`config.mk`:
```
export PLATFORM = sky130hd
export DESIGN_NAME = servo_cmd_scheduler
export DESIGN_NICKNAME = d
export VERILOG_FILES = /design/src/rtl/servo_cmd_scheduler.sv
export SDC_FILE = /design/constraint.sdc
export NUM_CORES = 1
export LEC_CHECK = 0
export BUFFER_PORTS_ARGS = -buffer_cell sky130_fd_sc_hd__clkbuf_2
export CORE_MARGIN = 5
export CORE_UTILIZATION = 69
export DETAILED_ROUTE_END_ITERATION = 8
export HOLD_SLACK_MARGIN = 0.03
export PLACE_DENSITY_LB_ADDON = 0.1
export SYNTH_ARGS = -nofsm -noshare
export SYNTH_HDL_FRONTEND = slang
export SYNTH_SLANG_ARGS = --single-unit
```
`constraint.sdc`:
```
create_clock -name clk -period 17.6 [get_ports clk]
set_input_delay 3.52 -clock clk [delete_from_list [all_inputs] [get_ports clk]]
set_output_delay 3.52 -clock clk [all_outputs]
set_load 0.02 [all_outputs]
```
`src/rtl/servo_cmd_scheduler.sv`:
```
// -----------------------------------------------------------------------------
// servo_cmd_scheduler
//
// Queues 8-bit servo position commands, maps each to a PWM pulse width and
// slews the PWM duty toward that width by at most STEP clocks per PWM frame.
// Duty only changes on the last clock of a frame, so the PWM generator always
// sees whole frames at one width. Once a target is reached the position is
// held for DWELL_FRAMES frames before the next command is taken.
//
// Ports:
//   clk         system clock
//   rst         synchronous reset, active-high
//   cmd_valid   position command valid
//   cmd_pos     target position 0..255
//   cmd_ready   command accepted when high together with cmd_valid
//   flush       one-cycle pulse: drop queued commands and stop motion
//   duty_cycle  pulse width (clocks) to the PWM generator
//   frame_tick  high on the last clock of each PWM frame
//   busy        FSM not idle or queue non-empty
//   at_target   duty_cycle equals the current target
//   fifo_level  queued command count, 0..4
//
// Handshake: a command transfers on every rising clk edge where cmd_valid and
// cmd_ready are both high; cmd_ready depends only on registered FIFO level,
// never on cmd_valid, and a same-cycle flush discards the transfer.
// -----------------------------------------------------------------------------
module servo_cmd_scheduler #(
  parameter int unsigned CLK_FREQ     = 25_000_000,
  parameter int unsigned PERIOD       = 500_000,
  parameter int unsigned MIN_DUTY     = 25_000,
  parameter int unsigned MAX_DUTY     = 50_000,
  parameter int unsigned STEP         = 500,
  parameter int unsigned DWELL_FRAMES = 25
) (
  input  logic        clk,
  input  logic        rst,
  input  logic        cmd_valid,
  input  logic [7:0]  cmd_pos,
  output logic        cmd_ready,
  input  logic        flush,
  output logic [31:0] duty_cycle,
  output logic        frame_tick,
  output logic        busy,
  output logic        at_target,
  output logic [2:0]  fifo_level
);

  // Elaboration-time sanity checks on the parameter set.
  if (CLK_FREQ == 0) begin : g_bad_clk
    $error("CLK_FREQ must be non-zero");
  end
  if (!(MIN_DUTY < MAX_DUTY && MAX_DUTY <= PERIOD)) begin : g_bad_duty
    $error("need MIN_DUTY < MAX_DUTY <= PERIOD");
  end
  if (STEP < 1 || DWELL_FRAMES < 1) begin : g_bad_step
    $error("STEP and DWELL_FRAMES must be >= 1");
  end

  localparam logic [31:0] MID_DUTY = 32'(MIN_DUTY + (MAX_DUTY - MIN_DUTY) / 2);
  localparam logic [31:0] STEP_W   = 32'(STEP);
  localparam logic [31:0] LAST_CNT = 32'(PERIOD - 1);
  localparam logic [31:0] LAST_DW  = 32'(DWELL_FRAMES - 1);

  typedef enum logic [1:0] {
    IDLE  = 2'd0,
    LOAD  = 2'd1,
    SLEW  = 2'd2,
    DWELL = 2'd3
  } state_t;

  // FSM state, kept as a named signal so checkers can bind to it.
  state_t state, next_state;

  logic [31:0] fcnt;
  logic        tick;

  logic [7:0]  mem [4];
  logic [1:0]  wr_ptr, rd_ptr;
  logic [2:0]  count;
  logic        push, pop;

  logic [31:0] duty, next_duty;
  logic [31:0] target, next_target;
  logic [31:0] dwell_cnt, next_dwell;

  logic [7:0]  head;
  logic [39:0] prod;
  logic [31:0] map_duty;
  logic [31:0] diff;

  // ---------------------------------------------------------------------------
  // Frame counter
  // ---------------------------------------------------------------------------
  assign tick = (fcnt == LAST_CNT);

  always_ff @(posedge clk) begin
    if (rst) begin
      fcnt <= '0;
    end else if (tick) begin
      fcnt <= '0;
    end else begin
      fcnt <= fcnt + 32'd1;
    end
  end

  // ---------------------------------------------------------------------------
  // Command FIFO (depth 4). Flush drops both the queue and any same-cycle push.
  // ---------------------------------------------------------------------------
  assign cmd_ready = (count != 3'd4);
  assign push      = cmd_valid && cmd_ready && !flush;
  assign pop       = (state == LOAD) && (count != 3'd0) && !flush;

  always_ff @(posedge clk) begin
    if (rst || flush) begin
      wr_ptr <= '0;
      rd_ptr <= '0;
      count  <= '0;
    end else begin
      if (push) begin
        mem[wr_ptr] <= cmd_pos;
        wr_ptr      <= wr_ptr + 2'd1;
      end
      if (pop) begin
        rd_ptr <= rd_ptr + 2'd1;
      end
      case ({push, pop})
        2'b10:   count <= count + 3'd1;
        2'b01:   count <= count - 3'd1;
        default: count <= count;
      endcase
    end
  end

  // ---------------------------------------------------------------------------
  // Position -> pulse width. Position 255 is pinned to MAX_DUTY because the
  // /256 scaling would otherwise fall just short of it.
  // ---------------------------------------------------------------------------
  assign head     = mem[rd_ptr];
  assign prod     = 40'(head) * 40'(MAX_DUTY - MIN_DUTY);
  assign map_duty = (head == 8'd255) ? 32'(MAX_DUTY)
                                     : 32'(MIN_DUTY) + 32'(prod >> 8);

  // Distance to target; direction chosen in the FSM.
  assign diff = (target > duty) ? (target - duty) : (duty - target);

  // ---------------------------------------------------------------------------
  // FSM
  // ---------------------------------------------------------------------------
  always_ff @(posedge clk) begin
    if (rst) begin
      state     <= IDLE;
      duty      <= MID_DUTY;
      target    <= MID_DUTY;
      dwell_cnt <= '0;
    end else begin
      state     <= next_state;
      duty      <= next_duty;
      target    <= next_target;
      dwell_cnt <= next_dwell;
    end
  end

  always_comb begin
    next_state  = state;
    next_duty   = duty;
    next_target = target;
    next_dwell  = dwell_cnt;

    case (state)
      IDLE: begin
        if (count != 3'd0) next_state = LOAD;
      end

      LOAD: begin
        next_target = map_duty;
        next_dwell  = '0;
        next_state  = (map_duty == duty) ? DWELL : SLEW;
      end

      SLEW: begin
        if (tick) begin
          if (diff <= STEP_W) begin
            next_duty  = target;
            next_dwell = '0;
            next_state = DWELL;
          end else if (target > duty) begin
            next_duty = duty + STEP_W;
          end else begin
            next_duty = duty - STEP_W;
          end
        end
      end

      DWELL: begin
        if (tick) begin
          if (dwell_cnt == LAST_DW) begin
            next_dwell = '0;
            next_state = (count != 3'd0) ? LOAD : IDLE;
          end else begin
            next_dwell = dwell_cnt + 32'd1;
          end
        end
      end

      default: next_state = IDLE;
    endcase

    // Flush freezes the output where it is and overrides any tick update.
    if (flush) begin
      next_state  = IDLE;
      next_duty   = duty;
      next_target = duty;
      next_dwell  = '0;
    end
  end

  // ---------------------------------------------------------------------------
  // Outputs
  // ---------------------------------------------------------------------------
  assign duty_cycle = duty;
  assign frame_tick = tick;
  assign fifo_level = count;
  assign busy       = (state != IDLE) || (count != 3'd0);
  assign at_target  = (duty == target);

endmodule
```
==> results of run 1 <==
==> worst max-delay path, stage by stage, from the launching register on <==
cell,delay [ns]
dfxtp_1,0.49
inv_1,0.08
ha_1,0.47
a21oi_1,0.24
o21ai_1,0.12
a221oi_1,0.55
and3_1,0.29
nor2_2,0.16
nor2_8,0.63
inv_2,0.44
ha_1,0.43
a21o_1,0.20
a211oi_1,0.35
nor4_1,0.16
o31ai_1,0.60
nor2_1,0.11
nor4_1,0.33
nor2_1,0.16
a211o_1,0.29
a21oi_1,0.21
xnor2_1,0.11
or4b_1,0.48
a31oi_1,0.18
==> through the flow <==
step           util, %  instance area (µm²)
6_report          73.2                15800
5_1_grt           73.2                15800
4_1_cts           73.2                15800
3_5_place_dp      70.5                15200
3_3_place_gp      70.5                15200
2_1_floorplan        -                15000
==> sequential cells by signal (all words and copies together), names as in the netlist, 3 cells and up, named ones only <==
signal	cells
dwell_cnt	32
duty_cycle	32
mem	32
fcnt	32
target	32
fifo_level	3
==> per-layer routing <==
layer  vias up  track usage [%]  share of wire (%)
li1       6766                -                  -
met5         -                0                  0
met4         0             11.9                3.2
met1      6646             46.0                 42
met3       102             5.53                8.1
met2       602             56.3                 46
==> cell type report <==
type,instances,area share (%)
Inverter,126,2.99
Clock inverter,15,1.06
Clock buffer,17,2.69
Multi-Input combinational cell,1464,65.4
Tap cell,280,2.21
Timing Repair Buffer,60,2.05
Sequential cell,171,23.6
==> worst paths after layout <==
check | end | slack (ns) | cells after the start
max reg2reg | duty_cycle[31] | 10.43 | 22
min | fcnt[0] | 0.48 | 1
max | duty_cycle[31] | 10.43 | 22
min reg2reg | fcnt[0] | 0.48 | 1
==> power by group <==
group | total (mW) | switching (mW) | internal (mW)
clock | 0.386 | 0.194 | 0.192
combinational | 0.443 | 0.269 | 0.175
sequential | 0.404 | 0.00309 | 0.401
==> cell usage in the layout, fill, tap and decap left out, types with 25 or more instances in the layout <==
cell type / n
nand2_1: 118
nor4_1: 25
xor2_1: 51
nor2_1: 144
nand3_1: 54
mux2i_1: 33
edfxtp_1: 32
inv_1: 124
dfxtp_1: 139
clkbuf_2: 50
ha_1: 154
nand4_1: 30
a21oi_1: 184
o21ai_0: 101
nor3_1: 52
and3_1: 43
a21o_1: 38
xnor2_1: 48
o21bai_1: 27
==> logic make-up after synthesis <==
group                      after synthesis  share of synthesized area, %
buffers and inverters                  221                          6.01
muxes                                   46                          3.81
adders and majority gates              171                          15.1
and+or+nand+nor                        605                          21.0
xor gates and xnor gates                99                          5.79
DFF                                    171                          25.0
AOI/OAI and AO/OA                      543                          23.3
==> results.yml, run 1 <==
clock_network:
  clk_latency_ns: 0.44
  post_cts_resized: 0
  htreeDepth: 4
  cts_hold_buf: 0
  numCtsBuffers: 17
  cts_max_path_buffers: 2
  cts_sinks: 171
  post_cts.repair.setup_buffers: 0
  cts.clk_slew.worst_paths_ns: 0.08
  cts_tree: "done"
  cts_root_buffer: "clkbuf_16"
global_routing:
  antenna_found_initial: 0
  grt_max_degree: 68
  grt_pass1_vias: 13500
  overflow: 0
  gr-usage-all-layers_pct: 34.3
  grt_pass1_wl_um: 69400
logic_synthesis:
  ys_types: 85
  ys_top_cells_by_count: "a21oi_1 (184), ha_1 (155), nor2_1 (144), dfxtp_1 (139), inv_1 (124)"
  syn_nets: 2039
  avgSynthCellArea_um2: 8.07
  yosysWarnings: 0
  synth_top_area_share_pct: 18.6
  yosysMostFrequentCell: "a21oi_1"
  synth_area_leader_cell: "dfxtp_1"
  yosys_register_bits: 171
  syn_inst: 1856
  synthArstFlopShare_pct: 0
  synth_top_cells_by_area: "dfxtp_1 (19%), ha_1 (13%), edfxtp_1 (6.4%)"
  synth_flop_cell: "dfxtp_1"
  synth_edf_count: 32
  synth.cell_area_um2: 15000
  synth-seq-area-share_pct: 25.0
detailed_routing:
  drt-wirelength-per-cell_um: 19.8
  totalWireLength_um: 42300
  ant_nets: 0
  drt_first_pass_iters: 5
  first_iter_violations: 1320
  vias: 14100
  via_per_inst: 6.62
  post-route-drc-count: 0
sta:
  slew_headroom_pct: 28.5
  rsz0062_at_grt: "no"
  setup_viol: 0
  fin_setup_tns_ns: 0
  skew_ns: 0.0132
  slew_viol_final: 0
  fin_crit_sh_pct: 40.8
  holdWs_ns: 0.476
  hold_violations: 0
  finalCriticalPeriod_ns: 7.17
  finalWorstSetupSlack_ns: 10.43
  max_slew.worst_pin.slew_ns: 1.07
  fmax_ghz: 0.139
setup_path:
  critPathLaunchType: "flip-flop"
  cp-startpoint: "duty_cycle[23]"
  critical_path_class: "flip-flop to flip-flop"
  critPathRequiredTime_ns: 17.97
  r2r_start: "duty_cycle[23]"
  path_max_fanout: 38
  end_kind: "flip-flop"
  crit_arrival_ns: 7.54
die:
  fp.dieH_um: 157
  fp.dieW_um: 157
  die_area_um2: 24800
  start_util_pct: 69.3
  num_rows: 54
  ios: 51
  coreArea_um2: 21600
finish:
  area_growth_pct: 5.70
  layout-drive-gt1-share_pct: 7.29
  final_cells: 2133
  seqCellArea_um2: 3740
  n_fill_cell: 1725
  nets: 2023
  num_antenna_cells: 0
  multi_input_area_um2: 10300
hold_path:
  holdCritStartpoint: "fcnt[0]"
  hp-class: "flip-flop to flip-flop"
placement:
  post-place-cells: 2101
  post-dp-hpwl_um: 30900
  dp_slack_ns: 10.69
  io_buffer_count: 50
  gp_congestion: 1.07
power:
  power_leakage_nw: 6.86
  vdd_drop_max_mv: 0.0624
  total_power_mw: 1.23
  powerDensity_nw_per_um2: 77.9
run_status:
  outcome: "finished, final reports clean"
run:
  cap_violations: 0
Note: power is estimated with default switching activity, not from simulation.
==> inputs of run 2 (changes only) <==
--- a/config.mk
+++ b/config.mk
@@ -5,9 +5,10 @@
 export SDC_FILE = /design/constraint.sdc
 export NUM_CORES = 1
 export LEC_CHECK = 0
+export ABC_AREA = 1
 export BUFFER_PORTS_ARGS = -buffer_cell sky130_fd_sc_hd__clkbuf_2
 export CORE_MARGIN = 5
-export CORE_UTILIZATION = 69
+export CORE_UTILIZATION = 65
 export DETAILED_ROUTE_END_ITERATION = 8
 export HOLD_SLACK_MARGIN = 0.03
 export PLACE_DENSITY_LB_ADDON = 0.1
==> constraint.sdc (replaced) <==
create_clock -name clk -period 7.05 [get_ports clk]
set_input_delay 1.41 -clock clk [delete_from_list [all_inputs] [get_ports clk]]
set_output_delay 1.41 -clock clk [all_outputs]
set_load 0.02 [all_outputs]
==> run 2 against run 1 <==
  * Via count up 26%
  * Power up 150%
  * Setup slack worse by 9.3 ns
  * Count of clock-buffer cells in the layout unchanged
  * Sequential share of layout area down 3.0 points
  * Register-to-register slack worse by 9.3 ns
  * Clock power up 140%
  * Core utilization down 3.6 points
  * Cell count up 47%
  * Clock skew up 0.0092 ns
==> results.yml, run 2 <==
run_status:
  outcome: "finished, final reports clean"
global_routing:
  grt_pass1_vias: 16500
  grt_pass1_wl_um: 81200
  use_met2_pct: 55.3
  grt_use_met3_pct: 4.05
  overflow: 0
  grt_max_degree: 44
  grt_util_met1_pct: 46.5
  top_usage_layer: "met2"
  gr-usage-all-layers_pct: 33.6
  antenna_found_initial: 0
detailed_routing:
  vias: 17800
  first_iter_violations: 1535
  via_per_inst: 5.67
  ant_nets: 0
  drt_first_pass_iters: 8
  totalWireLength_um: 50000
  drt-wirelength-per-cell_um: 15.9
  post-route-drc-count: 0
hold_path:
  min_path_cells: 1
  holdCritStartpoint: "fcnt[0]"
  hp-class: "flip-flop to flip-flop"
  holdPathEnd: "fcnt[0]"
setup_path:
  max_stage_delay_ns: 0.62
  r2r-end: "state[0]"
  critical_path_class: "flip-flop to flip-flop"
  reg2regPathDepth: 29
  critical_path.slowest_cell: "dfxtp_1"
  path_max_fanout: 17
  critPathLaunchType: "flip-flop"
  critPathRequiredTime_ns: 7.41
  end_kind: "flip-flop"
  r2r_setup_slack_ns: 1.09
  crit_arrival_ns: 6.32
finish:
  n_fill_cell: 2393
  layout-drive-gt1-share_pct: 5.64
  final_common_cell: "nand2_1"
  area_growth_pct: 5.75
  nets: 2972
  num_antenna_cells: 0
  mostFrequentLayoutCells: "nand2_1 (866), inv_1 (410), nor2_1 (242)"
sta:
  rsz0062_at_grt: "no"
  fin_setup_tns_ns: 0
  setup_viol: 0
  max_slew.worst_pin.slew_ns: 1.04
  hold_violations: 0
  slew_headroom_pct: 30.5
  slew_viol_final: 0
  finalCriticalPeriod_ns: 5.96
  skew_ns: 0.0224
  fmax_ghz: 0.168
  fin_crit_sh_pct: 84.5
power:
  cellInternalPower_mw: 1.84
  combPwrFrac_pct: 35.8
  power_leakage_nw: 9.01
  switching_power_mw: 1.20
  total_power_mw: 3.04
  powerDensity_nw_per_um2: 168
  vdd_drop_max_mv: 0.162
  switching_share_pct: 39.5
  clockPowerShare_pct: 31.0
  seqPwrFrac_pct: 33.2
clock_network:
  cts_max_path_buffers: 2
  clk_latency_ns: 0.44
  cts_root_buffer: "clkbuf_16"
  cts_sinks: 171
  post_cts_resized: 0
  htreeDepth: 4
  cts.clk_slew.worst_paths_ns: 0.08
  cts_hold_buf: 0
  post_cts.repair.setup_buffers: 0
  numCtsBuffers: 17
  cts_tree: "done"
placement:
  io_buffer_count: 50
  gp_congestion: 1.02
  post-dp-hpwl_um: 39800
die:
  fp.dieW_um: 172
  die_area_um2: 29700
  fp.dieH_um: 172
  ios: 51
  start_util_pct: 65.8
  num_rows: 59
  coreArea_um2: 26100
logic_synthesis:
  ys_top_cells_by_count: "nand2_1 (866), inv_1 (410), nor2_1 (244), a21oi_1 (183), nand3_1 (177)"
  synth_top_area_share_pct: 18.9
  synth_top_cells_by_area: "nand2_1 (19%), dfxtp_1 (16%), ha_1 (11%)"
  yosysMostFrequentCell: "nand2_1"
  avgSynthCellArea_um2: 6.18
  yosys_register_bits: 171
  synth_edf_count: 32
  yosysWarnings: 0
  syn_inst: 2778
  synth_flop_cell: "dfxtp_1"
  synthArstFlopShare_pct: 0
  synth-seq-area-share_pct: 21.8
  syn_nets: 2961
  synth.cell_area_um2: 17200
  synth_area_leader_cell: "nand2_1"
  ys_types: 49
run:
  cap_violations: 0
-- run 2: changes by cell type after synthesis, sizes merged, moves of 17 or more --
cell    delta
a211oi    -22
a21o      -30
a32o      -18
and3      -43
inv      +303
mux2i     -33
nand2    +773
nand3    +125
nand4     +32
nor2     +105
or3       -17
or4       -18
xor2      +21
-- run 2: how the worst max path moves through the flow --
stage	end	slack (ns)	from	depth (start not counted)
floorplan	state[0]	1.85	flip-flop	31
global placement	state[0]	1.33	flip-flop	29
detailed placement	state[0]	1.24	flip-flop	29
CTS	state[0]	1.19	flip-flop	29
global route	state[0]	0.43	flip-flop	29
finish	state[0]	1.09	flip-flop	29
-- run 2: cell families after synthesis --
group                    Yosys count  share of synthesized area (%)
AND/OR/NAND/NOR                 1480                           36.7
AO/OA/AOI/OAI                    348                           11.1
flip-flops                       171                           21.8
XOR/XNOR                         106                           5.41
adder cells (fa/ha/maj)          171                           13.2
buffers and inverters            502                           11.7
-- run 2: through the flow --
stage          setup WS [ns]  cell area, µm²  hold WS, ns  instances  util [%]
2_1_floorplan           1.85           17200        0.430       2778         -
6_report                1.09           18100        0.481       3137      69.6
3_5_place_dp            1.24           17500        0.465       3105      67.3
3_3_place_gp            1.33           17500        0.445       3105      67.3
4_1_cts                 1.19           18100        0.483       3137      69.6
5_1_grt                0.433           18100        0.511       3137      69.6
-- run 2: power by group through the flow --
| stage | Combinational [mW] | Sequential, mW | Clock [mW] |
|---|---|---|---|
| final | 1.09 | 1.01 | 0.945 |
| after global routing | 1.22 | 1.01 | 1.00 |
| after floorplan | 0.836 | 1.03 | 0 |
| after CTS | 1.06 | 1.01 | 0.952 |
| after global placement | 1.03 | 1.03 | 0 |
| after detailed placement | 1.06 | 1.03 | 0 |
-- run 2: critical path: cells and delay by family, from the launching register on --
| family | cells | cell delay (ns) |
|---|---|---|
| AOI/OAI and AO/OA | 5 | 0.97 |
| xor gates and xnor gates | 2 | 0.32 |
| buffers and inverters | 5 | 0.61 |
| DFF | 1 | 0.62 |
| and+or+nand+nor | 12 | 1.36 |
| adders and majority gates | 5 | 2.01 |
-- run 2: layer usage --
| layer | share of wire, % | up-vias | wire (µm) |
|---|---|---|---|
| li1 | - | 8903 | - |
| met4 | 2.8 | 0 | 1420 |
| met3 | 8.0 | 110 | 3980 |
| met1 | 44 | 8054 | 21800 |
| met2 | 46 | 715 | 22800 |
| met5 | 0 | - | 0 |
-- run 2: layout make-up --
| type | count | area (µm²) | area share (%) |
|---|---|---|---|
| Multi-Input combinational cell | 2105 | 11400 | 62.9 |
| Clock buffer | 17 | 425 | 2.34 |
| Inverter | 432 | 1630 | 8.98 |
| Sequential cell | 171 | 3740 | 20.6 |
| Timing Repair Buffer | 62 | 340 | 1.88 |
| Clock inverter | 15 | 171 | 0.945 |
| Tap cell | 335 | 419 | 2.31 |
